## src/rtl/uart_tx_arbiter_pkg.sv

```systemverilog
// Shared definitions for the UART transmit arbiter and its round-robin picker:
// state encoding, parameter defaults and the rotation index helper.
package uart_tx_arbiter_pkg;

  // Encoding 2'd3 is unused and is steered back to ST_IDLE by the FSM.
  typedef enum logic [1:0] {
    ST_IDLE = 2'd0,
    ST_SEND = 2'd1,
    ST_GAP  = 2'd2
  } state_t;

  localparam int DEF_N_REQ      = 4;
  localparam int DEF_GAP_CYCLES = 16;
  localparam int DEF_TIMEOUT    = 65535;
  localparam int DEF_CNT_W      = 16;

  localparam int IDX_W   = 3;
  localparam int MAX_REQ = 8;

  // Index examined at position 'offset' of a scan that starts just after 'last'.
  function automatic logic [IDX_W-1:0] rr_index(
    input logic [IDX_W-1:0] last,
    input int               offset,
    input int               n_req
  );
    int sum;
    sum = (int'(last) + 1 + offset) % n_req;
    return IDX_W'(sum);
  endfunction

endpackage

```

## src/rtl/uart_tx_arbiter_rr_pick.sv

```systemverilog
// Combinational round-robin picker: first asserted request scanning
// last+1, last+2, ... modulo N_REQ. Shared with the receive-side dispatcher.
module uart_tx_arbiter_rr_pick
  import uart_tx_arbiter_pkg::*;
#(
  parameter int N_REQ = DEF_N_REQ
) (
  input  logic [N_REQ-1:0] i_req,
  input  logic [IDX_W-1:0] i_last,
  output logic [IDX_W-1:0] o_grant,
  output logic             o_any_req
);

  logic [MAX_REQ-1:0] w_req_pad;
  logic [IDX_W-1:0]   w_cand_idx [N_REQ];
  logic [N_REQ-1:0]   w_cand_hit;

  always_comb begin
    w_req_pad              = '0;
    w_req_pad[N_REQ-1:0]   = i_req;
  end

  // Candidate gi is the requester at rotation distance gi+1 from the last grant.
  genvar gi;
  generate
    for (gi = 0; gi < N_REQ; gi++) begin : g_cand
      assign w_cand_idx[gi] = rr_index(i_last, gi, N_REQ);
      assign w_cand_hit[gi] = w_req_pad[w_cand_idx[gi]];
    end
  endgenerate

  // Scan from the far end so the nearest hit is the one left standing.
  always_comb begin
    o_grant = i_last;
    for (int k = N_REQ - 1; k >= 0; k--) begin
      if (w_cand_hit[k]) begin
        o_grant = w_cand_idx[k];
      end
    end
  end

  assign o_any_req = |i_req;

endmodule

```

## src/rtl/uart_tx_arbiter.sv

```systemverilog
// Shares one UART transmitter among N_REQ byte requesters: round-robin grant,
// one byte per grant, Ack pulse per completed byte, inter-frame gap and watchdog.
module uart_tx_arbiter
  import uart_tx_arbiter_pkg::*;
#(
  parameter int N_REQ      = DEF_N_REQ,
  parameter int GAP_CYCLES = DEF_GAP_CYCLES,
  parameter int TIMEOUT    = DEF_TIMEOUT,
  parameter int CNT_W      = DEF_CNT_W
) (
  input  logic               i_clk,
  input  logic               i_rst,
  input  logic [N_REQ-1:0]   i_req,
  input  logic [8*N_REQ-1:0] i_req_data,
  output logic [N_REQ-1:0]   o_ack,
  output logic               o_err,
  output logic [2:0]         o_err_idx,
  output logic               o_busy,
  output logic               o_tx_en_sig,
  output logic [7:0]         o_tx_data,
  input  logic               i_tx_done_sig
);

  localparam logic [CNT_W-1:0] C_TIMEOUT_LAST = CNT_W'(TIMEOUT - 1);
  // A zero-length gap still costs the one edge that leaves ST_GAP.
  localparam logic [CNT_W-1:0] C_GAP_LAST     = CNT_W'((GAP_CYCLES == 0) ? 0 : GAP_CYCLES - 1);
  localparam logic [IDX_W-1:0] C_LAST_RESET   = IDX_W'(N_REQ - 1);

  state_t             r_state;
  logic [CNT_W-1:0]   r_cnt;
  logic [IDX_W-1:0]   r_last;
  logic [IDX_W-1:0]   r_grant;
  logic               r_tx_en;
  logic [7:0]         r_tx_data;
  logic [N_REQ-1:0]   r_ack;
  logic               r_err;
  logic [IDX_W-1:0]   r_err_idx;
  logic               r_busy;

  state_t             w_state_next;
  logic [CNT_W-1:0]   w_cnt_next;
  logic [CNT_W-1:0]   w_cnt_inc;
  logic [IDX_W-1:0]   w_last_next;
  logic [IDX_W-1:0]   w_grant_next;
  logic               w_tx_en_next;
  logic [7:0]         w_tx_data_next;
  logic [N_REQ-1:0]   w_ack_next;
  logic               w_err_next;
  logic [IDX_W-1:0]   w_err_idx_next;
  logic               w_busy_next;

  logic [IDX_W-1:0]   w_pick;
  logic               w_any_req;
  logic [7:0]         w_bytes [MAX_REQ];
  logic [N_REQ-1:0]   w_ack_dec;

  uart_tx_arbiter_rr_pick #(
    .N_REQ (N_REQ)
  ) u_pick (
    .i_req     (i_req),
    .i_last    (r_last),
    .o_grant   (w_pick),
    .o_any_req (w_any_req)
  );

  // Byte lanes padded to the full index range so any 3-bit index is safe.
  genvar gi;
  generate
    for (gi = 0; gi < MAX_REQ; gi++) begin : g_bytes
      if (gi < N_REQ) begin : g_used
        assign w_bytes[gi] = i_req_data[8*gi +: 8];
      end else begin : g_pad
        assign w_bytes[gi] = 8'h00;
      end
    end
  endgenerate

  generate
    for (gi = 0; gi < N_REQ; gi++) begin : g_ack_dec
      assign w_ack_dec[gi] = (r_grant == IDX_W'(gi));
    end
  endgenerate

  // Saturating increment keeps the counter from ever wrapping.
  assign w_cnt_inc = (r_cnt == {CNT_W{1'b1}}) ? r_cnt : r_cnt + CNT_W'(1);

  always_comb begin
    w_state_next   = r_state;
    w_cnt_next     = r_cnt;
    w_last_next    = r_last;
    w_grant_next   = r_grant;
    w_tx_en_next   = r_tx_en;
    w_tx_data_next = r_tx_data;
    w_ack_next     = '0;
    w_err_next     = 1'b0;
    w_err_idx_next = r_err_idx;

    case (r_state)
      ST_IDLE: begin
        w_tx_en_next = 1'b0;
        if (w_any_req) begin
          w_grant_next   = w_pick;
          w_tx_data_next = w_bytes[w_pick];
          w_tx_en_next   = 1'b1;
          w_cnt_next     = '0;
          w_state_next   = ST_SEND;
        end
      end

      ST_SEND: begin
        w_tx_en_next = 1'b1;
        // Completion takes priority over a watchdog expiry on the same edge.
        if (i_tx_done_sig) begin
          w_tx_en_next = 1'b0;
          w_ack_next   = w_ack_dec;
          w_last_next  = r_grant;
          w_cnt_next   = '0;
          w_state_next = ST_GAP;
        end else if (r_cnt == C_TIMEOUT_LAST) begin
          w_tx_en_next   = 1'b0;
          w_err_next     = 1'b1;
          w_err_idx_next = r_grant;
          w_last_next    = r_grant;
          w_cnt_next     = '0;
          w_state_next   = ST_GAP;
        end else begin
          w_cnt_next = w_cnt_inc;
        end
      end

      ST_GAP: begin
        w_tx_en_next = 1'b0;
        if (r_cnt == C_GAP_LAST) begin
          w_cnt_next   = '0;
          w_state_next = ST_IDLE;
        end else begin
          w_cnt_next = w_cnt_inc;
        end
      end

      default: begin
        w_tx_en_next = 1'b0;
        w_cnt_next   = '0;
        w_state_next = ST_IDLE;
      end
    endcase

    w_busy_next = (w_state_next != ST_IDLE);
  end

  always_ff @(posedge i_clk) begin
    if (i_rst) begin
      r_state   <= ST_IDLE;
      r_cnt     <= '0;
      r_last    <= C_LAST_RESET;
      r_grant   <= '0;
      r_tx_en   <= 1'b0;
      r_tx_data <= 8'h00;
      r_ack     <= '0;
      r_err     <= 1'b0;
      r_err_idx <= '0;
      r_busy    <= 1'b0;
    end else begin
      r_state   <= w_state_next;
      r_cnt     <= w_cnt_next;
      r_last    <= w_last_next;
      r_grant   <= w_grant_next;
      r_tx_en   <= w_tx_en_next;
      r_tx_data <= w_tx_data_next;
      r_ack     <= w_ack_next;
      r_err     <= w_err_next;
      r_err_idx <= w_err_idx_next;
      r_busy    <= w_busy_next;
    end
  end

  assign o_ack       = r_ack;
  assign o_err       = r_err;
  assign o_err_idx   = r_err_idx;
  assign o_busy      = r_busy;
  assign o_tx_en_sig = r_tx_en;
  assign o_tx_data   = r_tx_data;

endmodule

```

## config.mk

```make
export PLATFORM = sky130hd
export DESIGN_NAME = uart_tx_arbiter
export DESIGN_NICKNAME = d
export VERILOG_FILES = /design/src/rtl/uart_tx_arbiter_pkg.sv /design/src/rtl/uart_tx_arbiter_rr_pick.sv /design/src/rtl/uart_tx_arbiter.sv
export SDC_FILE = /design/constraint.sdc
export NUM_CORES = 1
export LEC_CHECK = 0
export CORE_MARGIN = 2
export CORE_UTILIZATION = 59
export CTS_BUF_LIST = sky130_fd_sc_hd__clkbuf_4
export DETAILED_ROUTE_END_ITERATION = 7
export DONT_BUFFER_PORTS = 1
export PLACE_DENSITY = 0.86
export REMOVE_ABC_BUFFERS = 1
export SLEW_MARGIN = 0
export SYNTH_ARGS = -nofsm -noshare
export SYNTH_HDL_FRONTEND = slang
export SYNTH_SLANG_ARGS = --single-unit
```

## constraint.sdc

```tcl
create_clock -name i_clk -period 1.7 [get_ports i_clk]
set_input_delay 0.255 -clock i_clk [delete_from_list [all_inputs] [get_ports i_clk]]
set_output_delay 0.255 -clock i_clk [all_outputs]
set_load 0.01 [all_outputs]
```

# Word level (Yosys, flattened, before mapping)
# Cells that the tools add are included.
[totals] in_bits=39 out_inout_bits=18 reg_bits=42
[classes] bitwise_logic=7 muxes=33 n_eq_ne=9 n_reduce_logical=14 addsub=5 n_lt_le_gt_ge=5
[op_table] cell="16-bit two-way mux" count=5
[op_table] cell="32-bit by 3-bit adder with 32-bit output (second input constant)" count=2
[op_table] cell="16-bit case mux with 3 select lines" count=1
[op_table] cell="32-bit by 2-bit adder with 32-bit output (second input constant)" count=1
[op_table] cell="16-bit equality test (second input constant)" count=2
[op_table] cell="8-bit binary-select mux with 3-bit select" count=1
[op_table] cell="3-bit two-way mux" count=6
[op_table] cell="16-bit by 1-bit adder with 16-bit output (second input constant)" count=1
[op_table] cell="16-bit by 4-bit equality test with 1-bit output (second input constant)" count=1
[op_table] cell="3-bit by 4-bit < comparator with 1-bit output (second input constant)" count=4
[op_table] cell="8-bit two-way mux" count=2
[op_table] cell="1-bit binary-select mux with 3-bit select" count=4
[op_table] cell="1-bit two-way mux" count=8
[op_table] cell="2-bit two-way mux" count=4
[op_table] cell="2-bit OR reduction" count=4
[op_table] cell="3-bit by 2-bit equality test with 1-bit output (second input constant)" count=2
[op_table] cell="2-bit case mux with 3 select lines" count=1
[op_table] cell="3-bit OR reduction" count=2
[op_table] cell="3-bit by 1-bit adder with 4-bit output (second input constant)" count=1
[op_table] cell="4-bit greater-or-equal comparator (second input constant)" count=1
[op_table] cell="3-bit NOT with 4-bit output" count=1
[op_table] cell="2-bit AND reduction" count=2
[op_table] cell="2-bit nonzero test" count=2
[op_table] cell="4-bit OR reduction" count=1
[op_table] cell="11 further kinds" count=14

# Logic depth before layout (Yosys ltp)
[logic_depth] depth_word=14 ltp_mapped=9 mapped_depth_nobuf=7

# Modules after synthesis
# A second synthesis with hierarchy kept.
[unflattened] hier_cells=226 area_unflattened_um2=2148.3
[by_module_without_submodules] module="uart_tx_arbiter" cells_each=208 area_each_um2=2054.5 seq_area_each_um2=840.8 instances=1
[by_module_without_submodules] module="uart_tx_arbiter_rr_pick" cells_each=18 area_each_um2=93.8 seq_area_each_um2=0.0 instances=1

# Least setup slack after synthesis
# OpenSTA, ideal clock, no wires.
[synth_path] kind="register to register" startpoint="register r_cnt[0]" endpoint="register r_cnt[0]" setup_time_ps=115 period_less_slack_ps=1810 stages_incl_launch_ff=8 arrival_ps=1696 t_required_ps=1585 path_slack_ps=-110 path_buffers=1 cell_sequence="dfxtp_1 ha_1 and3_1 a41oi_1 and2_2 o31ai_4 buf_6 nor2_1"
[synth_between] elab_chain_cells=5 word_cells_on_any_way=9
[synth_lines] element="start: declaration" line="uart_tx_arbiter.sv:30" rtl="logic [CNT_W-1:0] r_cnt;"
[synth_lines] element="start signal: assignment" line="uart_tx_arbiter.sv:165" rtl="r_cnt <= w_cnt_next;"
[synth_lines] element="16-bit by 1-bit adder with 16-bit output or 16-bit equality test (tied branches)" line="uart_tx_arbiter.sv:85" rtl="assign w_cnt_inc = (r_cnt == {CNT_W{1'b1}}) ? r_cnt : r_cnt + CNT_W'(1);"
[synth_lines] element="16-bit two-way mux" line="uart_tx_arbiter.sv:85"
[synth_lines] element="16-bit two-way mux" line="uart_tx_arbiter.sv:119" rtl="end else if (r_cnt == C_TIMEOUT_LAST) begin"
[synth_lines] element="16-bit two-way mux" line="uart_tx_arbiter.sv:113" rtl="if (i_tx_done_sig) begin"
[synth_lines] element="16-bit case mux with 3 select lines *" line="uart_tx_arbiter.sv:98" rtl="case (r_state)"
# Mark *: on every way between the ends. The rest lies on a longest branch, timed or not.
# A chain may end at the register's enable or synchronous reset.

# Final worst setup path
[layout_path] startpoint="register r_cnt[7]" endpoint="register r_cnt[0]"
[layout_between] elab_chain_cells=5 word_cells_on_any_way=8
[layout_lines] element="16-bit equality test" line="uart_tx_arbiter.sv:85"
[layout_lines] element="16-bit two-way mux" line="uart_tx_arbiter.sv:85"
[layout_lines] element="16-bit two-way mux" line="uart_tx_arbiter.sv:119"
[layout_lines] element="16-bit two-way mux" line="uart_tx_arbiter.sv:113"
[layout_lines] element="16-bit case mux with 3 select lines *" line="uart_tx_arbiter.sv:98"
# Marks and branches as above.

==> flow_metrics.tcl <==
set metrics [dict create \
    path_delay_family "simple AND/OR/NAND/NOR gates" \
    grt_max_degree 18 \
    synthCells 263 \
    syn_to_final_growth_pct 34.3 \
    ys_ff_latch 41 \
    min_path_type "in2reg" \
    path_class "reg2reg" \
    crit-reg2reg-launch "r_cnt[7]" \
    reg2reg_depth 7 \
    slowest_delay_ns 0.36 \
    track_usage 0.326 \
    boundaryPins 57 \
    grt-ovfl-total 0 \
    synth-async-reset-ratio 0 \
    port-buffer-count 0 \
    core.rowCount 22 \
    outcome "finished with violations" \
    cts_tree "done" \
    fin_crit_sh 1.05 \
    nets 347 \
    fmax_mhz 562 \
    crit_path_cell_trace "buf_6 -> nor4_4 -> a41oi_4 -> and2_4 -> o31ai_4 -> buf_6 -> nor2_2" \
    ys_warn_count 0 \
    dieArea_um2 4350 \
    violations "setup timing" \
    path_max_fanout 8 \
    route.detailed.drc 0 \
    clock-sinks 41 \
    worst_hold_slack_ns 0.0272 \
    power_density_nw_per_um2 1000 \
    dp_hpwl_mm 4.26 \
    synth_cell_types 52 \
    die_w_um 65.9 \
    routed_wirelength_mm 7.57 \
    ys_seq_area_frac 0.363 \
    setup-violations-final 16 \
    start_util 0.618 \
    htreeDepth 2 \
    synthTopCellsByCount "dfxtp_1, nor2_1, nand2_1" \
    multi_input_area_um2 1600 \
    grt_pass1_wl_mm 10.8 \
    total_power_mw 3.05 \
    n_antenna_cell 0 \
    viasPerCell 6.83 \
    ir_drop_mv 0.790 \
    synth.most_common_cell "dfxtp_1" \
    yosys_most_used_dff "dfxtp_1" \
    grt_antenna_before_repair 0 \
    ant_nets 0 \
    vias 2399 \
    place.gp.congestion 0.873 \
    cp.required_ns 1.97 \
    yosys.area.top_type_share 0.363 \
    path_clk_slew_ns 0.15 \
    path_buf_inv 2 \
    ff2ff_setup_slack_ns -0.08 \
    synth_edf_count 0 \
    critPathSlowestCell "dfxtp_2" \
    hold_viol 0 \
    drt_iter0_drc 251 \
    regArea_um2 861 \
    rsz0062_at_grt "yes" \
    power.leakage_nw 1.18 \
    hold_path_depth 3 \
    maxCapViolations 0 \
    cts_buffers 5 \
    dp_cells 337 \
    worstReg2RegEnd "r_cnt[0]" \
    skew_ns 0.0265 \
    slew_headroom 0.717 \
    core-area_um2 3660 \
    cp-endpoint "r_cnt[0]" \
    finalWorstSetupSlack_ns -0.0808 \
    root_buffer "clkbuf_4" \
    syn_avg_cell_area_um2 8.60 \
    crit_cells 7 \
    die_h_um 65.9 \
    grt_pass1_vias 2212 \
    fin_tns_setup_ns -1.08 \
    wl_per_cell_um 21.6 \
    dr.pass1.iters 5 \
    syn_area_um2 2260 \
    min_period_ns 1.78 \
    synth_area_leader_cell "dfxtp_1" \
    worst_path_most_repeated_cell "buf_6" \
    end_kind "register" \
    drv_slew 0 \
    cp-start-kind "register" \
    synth_area_leaders "dfxtp_1, a211oi_1, nor2_1" \
    clk_latency_ns 0.38 \
    instances_no_fill 351 \
    clockBufferDepth 2 \
    fillers 189 \
    drive_above_1_share 0.396 \
    worst_pin_slew_ns 0.423 \
    arrival_ns 2.05 \
    critPathLaunch "r_cnt[7]" \
]
-- layer usage --
metal / global-route usage / share of wire / wire length, um / vias to the layer above
met3: 0.0920 / 0.098 / 745 / 28
li1: - / - / - / 1067
met2: 0.547 / 0.49 / 3740 / 168
met1: 0.392 / 0.37 / 2820 / 1136
met4: 0.133 / 0.034 / 255 / 0
met5: 0 / 0 / 0 / -
-- area by class of cell --
class	count	share of cell area
clock inverter	3	0.0227
clock buffer	5	0.0124
inverter	13	0.0161
multi-input combinational	194	0.525
tap	48	0.0198
sequential	41	0.283
timing repair buffer	47	0.121
-- how the worst min path moves through the flow --
stage / to / slack, ns / startpoint
2_1_floorplan: o_err / 0.33 / i_rst
3_5_place_dp: r_grant[1] / 0.33 / i_rst
5_1_grt: o_ack[1] / 0.05 / i_rst
4_1_cts: o_ack[1] / 0.08 / i_rst
6_report: o_ack[1] / 0.03 / i_rst
3_3_place_gp: o_err_idx[0] / 0.33 / i_rst
-- report_power, final --
group	leakage, nW	switching (mW)	total, mW	internal [mW]
Combinational	0.781	0.546	0.995	0.449
Clock	0.0558	0.361	0.824	0.463
Sequential	0.342	0.154	1.23	1.08
Total	1.18	1.06	3.05	1.99
-- state kept, by name, indices dropped and copies added, names as in the netlist --
| name | count |
|---|---|
| r_grant | 3 |
| o_err | 1 |
| o_tx_en_sig | 1 |
| o_busy | 1 |
| r_state | 2 |
| o_err_idx | 3 |
| r_last | 2 |
| r_cnt | 16 |
| o_tx_data | 8 |
| o_ack | 4 |
-- per-stage QoR --
step | instance area, um^2 | worst slack [ns] | util
3_3_place_gp | 2560 | -0.0626 | 0.700
6_report | 3040 | -0.0808 | 0.830
4_1_cts | 2900 | -0.0365 | 0.792
2_1_floorplan | 2180 | -0.141 | -
3_5_place_dp | 2560 | -0.171 | 0.700
5_1_grt | 3040 | -0.0994 | 0.830
-- layout by cell type, fill, tap and decap left out, types with 4 or more instances in the layout --
cell type and instances:
buf_4 43, dfxtp_1 27, nor2_1 21, nand2_1 19, inv_1 12, xnor2_1 9, dfxtp_4 9, a21oi_1 8
a41o_1 8, nand3_1 6, a211oi_1 6, a211oi_2 6, a31oi_1 6, o32ai_1 6, a21oi_2 5, nor3_1 5
mux2i_1 5, clkbuf_4 5, dfxtp_2 5, nand4_1 4, nor4_4 4, ha_1 4
-- tightest hold or removal path, cell delays in order --
cell      delay, ns
nor4bb_2       0.04
nand2_1        0.06
nor2_1         0.04
-- timing repair --
action                                 4_1_cts  5_1_grt
hold buffers                                 1        0
resized for setup                           44       42
pin swaps                                   13       15
setup endpoints to repair                   28       35
gates cloned                                 1        0
endpoints found under the hold margin       12        0
setup buffers                                4        2
-- cell families (layout without fill, tap and decap cells) --
group	count (synthesis)	after routing	synth area share
buffers and inverters	28	68	0.0564
flip-flops	41	41	0.363
adder cells (fa/ha/maj)	6	6	0.0332
multiplexers	5	5	0.0221
XOR/XNOR	12	12	0.0465
AND/OR/NAND/NOR	98	98	0.236
AO/OA/AOI/OAI	73	73	0.243
Note: power is estimated with default switching activity, not from simulation.
